$ cat src/rtl/result_serializer.sv
// Parallel-to-serial converter for a captured compressor result word.
// Valid/ready on both sides; a new word may be loaded on the cycle its predecessor's last bit leaves.
module result_serializer #(
    parameter int unsigned WIDTH     = 61,
    parameter bit          MSB_FIRST = 1'b0
) (
    input  logic             clk,
    input  logic             rst_n,
    input  logic [WIDTH-1:0] din,
    input  logic             load_valid,
    output logic             load_ready,
    output logic             sout,
    output logic             sout_valid,
    input  logic             sout_ready,
    output logic             sout_last,
    output logic             busy
);

    localparam int unsigned     CW       = $clog2(WIDTH);
    localparam logic [CW-1:0]   LAST_IDX = CW'(WIDTH - 1);

    typedef enum logic {StIdle, StShift} state_e;

    state_e           r_state, w_state_next;
    logic [WIDTH-1:0] r_shift, w_shift_next;
    logic [CW-1:0]    r_cnt, w_cnt_next;
    logic             w_load, w_adv, w_last;

    // State register
    always_ff @(posedge clk or negedge rst_n) begin
        if (!rst_n) begin
            r_state <= StIdle;
        end else begin
            r_state <= w_state_next;
        end
    end

    // Next-state logic
    always_comb begin
        w_state_next = r_state;
        unique case (r_state)
            StIdle: begin
                if (w_load) w_state_next = StShift;
            end
            StShift: begin
                if (w_load)               w_state_next = StShift;
                else if (w_adv && w_last) w_state_next = StIdle;
            end
            default: w_state_next = StIdle;
        endcase
    end

    // Output and handshake logic
    always_comb begin
        w_last     = (r_state == StShift) && (r_cnt == LAST_IDX);
        load_ready = (r_state == StIdle) || (w_last && sout_ready);
        w_load     = load_valid && load_ready;
        w_adv      = (r_state == StShift) && sout_ready;
        sout_valid = (r_state == StShift);
        busy       = (r_state == StShift);
        sout_last  = w_last;
        if (r_state == StShift) begin
            sout = MSB_FIRST ? r_shift[WIDTH-1] : r_shift[0];
        end else begin
            sout = 1'b0;
        end
    end

    // Datapath: the outgoing bit always sits at the output end of the shift register
    always_comb begin
        w_shift_next = r_shift;
        w_cnt_next   = r_cnt;
        if (w_load) begin
            w_shift_next = din;
            w_cnt_next   = '0;
        end else if (w_adv) begin
            if (w_last) begin
                w_shift_next = '0;
                w_cnt_next   = '0;
            end else begin
                w_shift_next = MSB_FIRST ? {r_shift[WIDTH-2:0], 1'b0}
                                         : {1'b0, r_shift[WIDTH-1:1]};
                w_cnt_next   = r_cnt + CW'(1);
            end
        end
    end

    always_ff @(posedge clk or negedge rst_n) begin
        if (!rst_n) begin
            r_shift <= '0;
            r_cnt   <= '0;
        end else begin
            r_shift <= w_shift_next;
            r_cnt   <= w_cnt_next;
        end
    end

endmodule

$ cat config.mk
export PLATFORM = sky130hd
export DESIGN_NAME = result_serializer
export DESIGN_NICKNAME = d
export VERILOG_FILES = /design/src/rtl/result_serializer.sv
export SDC_FILE = /design/constraint.sdc
export NUM_CORES = 1
export LEC_CHECK = 0
export ABC_AREA = 0
export ABC_CLOCK_PERIOD_IN_PS = 1500
export CELL_PAD_IN_SITES_DETAIL_PLACEMENT = 1
export CELL_PAD_IN_SITES_GLOBAL_PLACEMENT = 1
export CORE_UTILIZATION = 35
export CTS_BUF_LIST = sky130_fd_sc_hd__clkbuf_16
export CTS_CLUSTER_DIAMETER = 30
export CTS_CLUSTER_SIZE = 30
export DETAILED_ROUTE_END_ITERATION = 12
export GPL_TIMING_DRIVEN = 0
export HOLD_SLACK_MARGIN = 0.06
export PLACE_DENSITY_LB_ADDON = 0.1
export SYNTH_ARGS = -nofsm -noshare
export SYNTH_HDL_FRONTEND = slang
export SYNTH_SLANG_ARGS = --single-unit
$ cat constraint.sdc
create_clock -name clk -period 1.5 [get_ports clk]
set_input_delay 0.375 -clock clk [delete_from_list [all_inputs] [get_ports clk]]
set_output_delay 0.375 -clock clk [all_outputs]
set_load 0.01 [all_outputs]
==> results.py <==
metrics = {
    "run_status": {
        "run_status": "finished, violations left",
        "violations": "negative setup slack",
    },
    "critical_path": {
        "worstPathCellList": "buf_6 > buf_6 > buf_6 > nor2b_4 > buf_12 > a31oi_4 > buf_12 > buf_12 > a221oi_2 > nor2_1",
        "regToRegStartpoint": "busy$_DFF_PN0_",
        "total_buffers_and_inverters_traversed_by_the_critical_path": 6,
        "cp.required_ps": 1700,
        "critical_path_peak_fanout": 10,
        "worst-r2r-cell-count": 10,
        "worstSetupStartpointType": "flip-flop",
        "timing_worst_setup_path_type": "flip-flop to flip-flop",
        "rr_endpoint": "r_shift[57]$_DFFE_PN0P_",
        "cp-end-kind": "flip-flop",
        "worst-endpoint-arrival_ps": 2100,
        "slowest_stage": "sky130_fd_sc_hd__dfrtp_1",
        "cpPeakStageDelay_ps": 390,
        "critPathTopFamily": "buffers and inverters",
        "worst_r2r_setup_slack_ps": -400,
    },
    "global_route": {
        "global_route.overflow_total": 0,
        "grt_start_max_net_pins": 66,
        "grt_pass1_vias": 3090,
        "grt_antenna_before_repair": 0,
        "grt_pass1_wl_mm": 16.4,
        "grt_use_total": 0.216,
    },
    "cells_and_area": {
        "syn2layout_area_growth_pct": 65.6,
        "postLayoutCellArea_mm2": 0.00543,
        "leading_cell_type_in_the_layout_fill_and_taps_excluded": "sky130_fd_sc_hd__nor2_1",
        "nFillCells": 896,
        "antenna-diode-count": 0,
        "layout.cells.most_common_list": "sky130_fd_sc_hd__nor2_1 (120), sky130_fd_sc_hd__dfrtp_1 (68), sky130_fd_sc_hd__clkdlybuf4s50_1 (61)",
        "post_route_cells_drive_above_1_share": 0.360,
        "final_core_util": 0.610,
        "final_net_count": 493,
    },
    "worst_hold_path": {
        "hold-path-cell-count": 2,
        "holdCritStartpoint": "sout_ready",
        "min-delay-path-class": "input pin to flip-flop",
        "worst_hold_path.endpoint": "r_cnt[3]$_DFFE_PN0P_",
    },
    "sta": {
        "timing_worst_slew_pin_value_ps": 401,
        "timing_hold_violations_final": 0,
        "final_worst_path_period_need_ps": 1900,
        "final.setup_skew_ps": 4.53,
        "final-max-slew-violation-count": 0,
        "worst_slack_ps": -401,
        "finalHoldWorstSlack_ps": 351,
        "achievable-frequency_ghz": 0.526,
        "finalSetupViolations": 71,
        "rsz0062_at_grt": "true",
        "slew-limit-headroom": 0.732,
        "min_period_over_period": 1.27,
    },
    "yosys": {
        "netlist_area_before_placement_mm2": 0.00328,
        "ys_types": 25,
        "netlist_instances": 313,
        "synth_flop_type": "sky130_fd_sc_hd__dfrtp_1",
        "synth-warning-count": 0,
        "seq_area_frac_synth": 0.519,
        "syn_avg_cell_area_um2": 10.5,
        "async_reset_ff_frac": 1.00,
        "synth.ff_latch_count": 68,
        "synth.net_count": 380,
        "synth_enable_flop_cells": 0,
    },
    "floorplan": {
        "design.core.area_mm2": 0.00889,
        "rows": 34,
        "start_util": 0.369,
        "num_io_pins": 70,
        "die_w_um": 98.8,
        "floorplan.die_area_mm2": 0.00975,
        "die_height_um": 98.8,
    },
    "power_and_ir_drop": {
        "vdd_ir_drop_max_mv": 0.746,
        "net-switching-power_uw": 1740,
        "share_seq_of_total_power": 0.451,
        "clock_power_share": 0.317,
        "switching_share": 0.299,
        "comb_power_share": 0.232,
        "cellPowerDensity_mw_per_mm2": 1070,
        "cellLeakagePower_uw": 0.00197,
        "internal_cell_power_uw": 4080,
    },
    "placement": {
        "place_worst_setup_slack_ps": -680,
        "numPortBuffers": 68,
        "placed_cell_area_mm2": 0.00434,
        "dp_hpwl_mm": 5.72,
        "place_congestion": 0.764,
    },
    "drt": {
        "drc_errors": 0,
        "number_of_iterations_in_the_first_detailed_routing_pass": 4,
        "detail_route.iter0.violations": 104,
        "antenna_violating_nets_post_route": 0,
        "vias_per_cell": 5.41,
        "wire_per_inst_um": 19.3,
        "dr_total_vias": 2917,
        "totalWireLength_mm": 10.4,
    },
    "cts": {
        "ctsHtreeMaxLevel": 3,
        "clock_sink_count": 68,
        "insertion_delay_ps": 330,
        "cts.root.buffer_cell": "sky130_fd_sc_hd__clkbuf_16",
        "tritoncts": "done",
        "clock_slew_at_the_register_clock_pins_of_the_worst_setup_and_hold_paths_ps": 50,
        "cts_inserted_buffers": 9,
        "clockBufferDepth": 2,
    },
    "run": {
        "maxCapViolCount": 0,
    },
}
## power by group through the flow
stage	clock network (uW)	logic (uW)	registers (uW)
after floorplan	0	669	2540
after global placement	0	1000	2590
after detailed placement	0	1040	2610
after CTS	1850	1220	2580
after global routing	1950	1480	2670
final	1850	1350	2620
## worst max path at each step
stage	startpoint	endpoint	slack (ps)	cells past startpoint
final	busy$_DFF_PN0_	r_shift[57]$_DFFE_PN0P_	-400	10
after global routing	busy$_DFF_PN0_	r_shift[57]$_DFFE_PN0P_	-450	10
after CTS	busy$_DFF_PN0_	load_ready	-290	6
after detailed placement	load_valid	r_shift[7]$_DFFE_PN0P_	-680	7
after global placement	rst_n	r_shift[24]$_DFFE_PN0P_	-2510	1
after floorplan	busy$_DFF_PN0_	load_ready	-50	6
## cell usage after synthesis, types with 3 or more instances
library cell / count / area, um^2
sky130_fd_sc_hd__a211oi_1: 4 / 30.0
sky130_fd_sc_hd__a221oi_1: 41 / 359
sky130_fd_sc_hd__a221oi_2: 19 / 285
sky130_fd_sc_hd__buf_2: 18 / 90.1
sky130_fd_sc_hd__buf_4: 4 / 30.0
sky130_fd_sc_hd__buf_6: 8 / 90.1
sky130_fd_sc_hd__dfrtp_1: 68 / 1700
sky130_fd_sc_hd__nand2_1: 5 / 18.8
sky130_fd_sc_hd__nand4_1: 3 / 18.8
sky130_fd_sc_hd__nor2_1: 120 / 450
sky130_fd_sc_hd__xor2_1: 4 / 35.0
## final cells by class
class / count / area, um^2 / area share
buffer: 28 / 348 / 0.0641
clock buffer: 9 / 225 / 0.0415
clock inverter: 7 / 26.3 / 0.00484
inverter: 2 / 7.51 / 0.00138
multi-input combinational: 213 / 1820 / 0.335
sequential: 68 / 1700 / 0.314
tap: 108 / 135 / 0.0249
timing repair buffer: 104 / 1160 / 0.214
## cell families after synthesis
family                     share of synthesized area
AOI/OAI and AO/OA                              0.229
xor gates and xnor gates                      0.0107
adders and majority gates                    0.00764
buffers and inverters                         0.0664
DFF                                            0.519
muxes                                        0.00344
and+or+nand+nor                                0.163
## sequential cells by signal (all words and copies together), names as in the netlist
name and cells:
busy 1, r_cnt 6, r_shift 61
## metrics by stage
step | instances | total power (uW) | TNS, ps
after CTS | 531 | 5650 | -15790
after detailed placement | 490 | 3660 | -40380
after floorplan | 313 | 3200 | -600
after global placement | 489 | 3600 | -208740
after global routing | 539 | 6100 | -25260
final | 539 | 5820 | -19910
## worst register-to-register path, stage by stage (launching register included)
cell and delay [ps]:
sky130_fd_sc_hd__dfrtp_1 390, sky130_fd_sc_hd__buf_6 130, sky130_fd_sc_hd__buf_6 110, sky130_fd_sc_hd__buf_6 120, sky130_fd_sc_hd__nor2b_4 160, sky130_fd_sc_hd__buf_12 120, sky130_fd_sc_hd__a31oi_4 40, sky130_fd_sc_hd__buf_12 180
sky130_fd_sc_hd__buf_12 160, sky130_fd_sc_hd__a221oi_2 270, sky130_fd_sc_hd__nor2_1 90
## routing by layer
layer	global-route usage	up-vias	share of wire
met5	0	-	0
met4	0.0758	0	0.013
met3	0.0326	13	0.033
met2	0.350	55	0.50
met1	0.296	1489	0.45
li1	-	1360	-
## what timing repair did
action | in CTS | in global routing
setup endpoints to repair | 69 | 72
hold buffers | 1 | 0
endpoints found under the hold margin | 3 | 0
gates cloned | 5 | 3
buffers inserted | 21 | 6
pin swaps | 12 | 9
gates resized for setup | 78 | 40
Power figures use the tool's default switching activity.
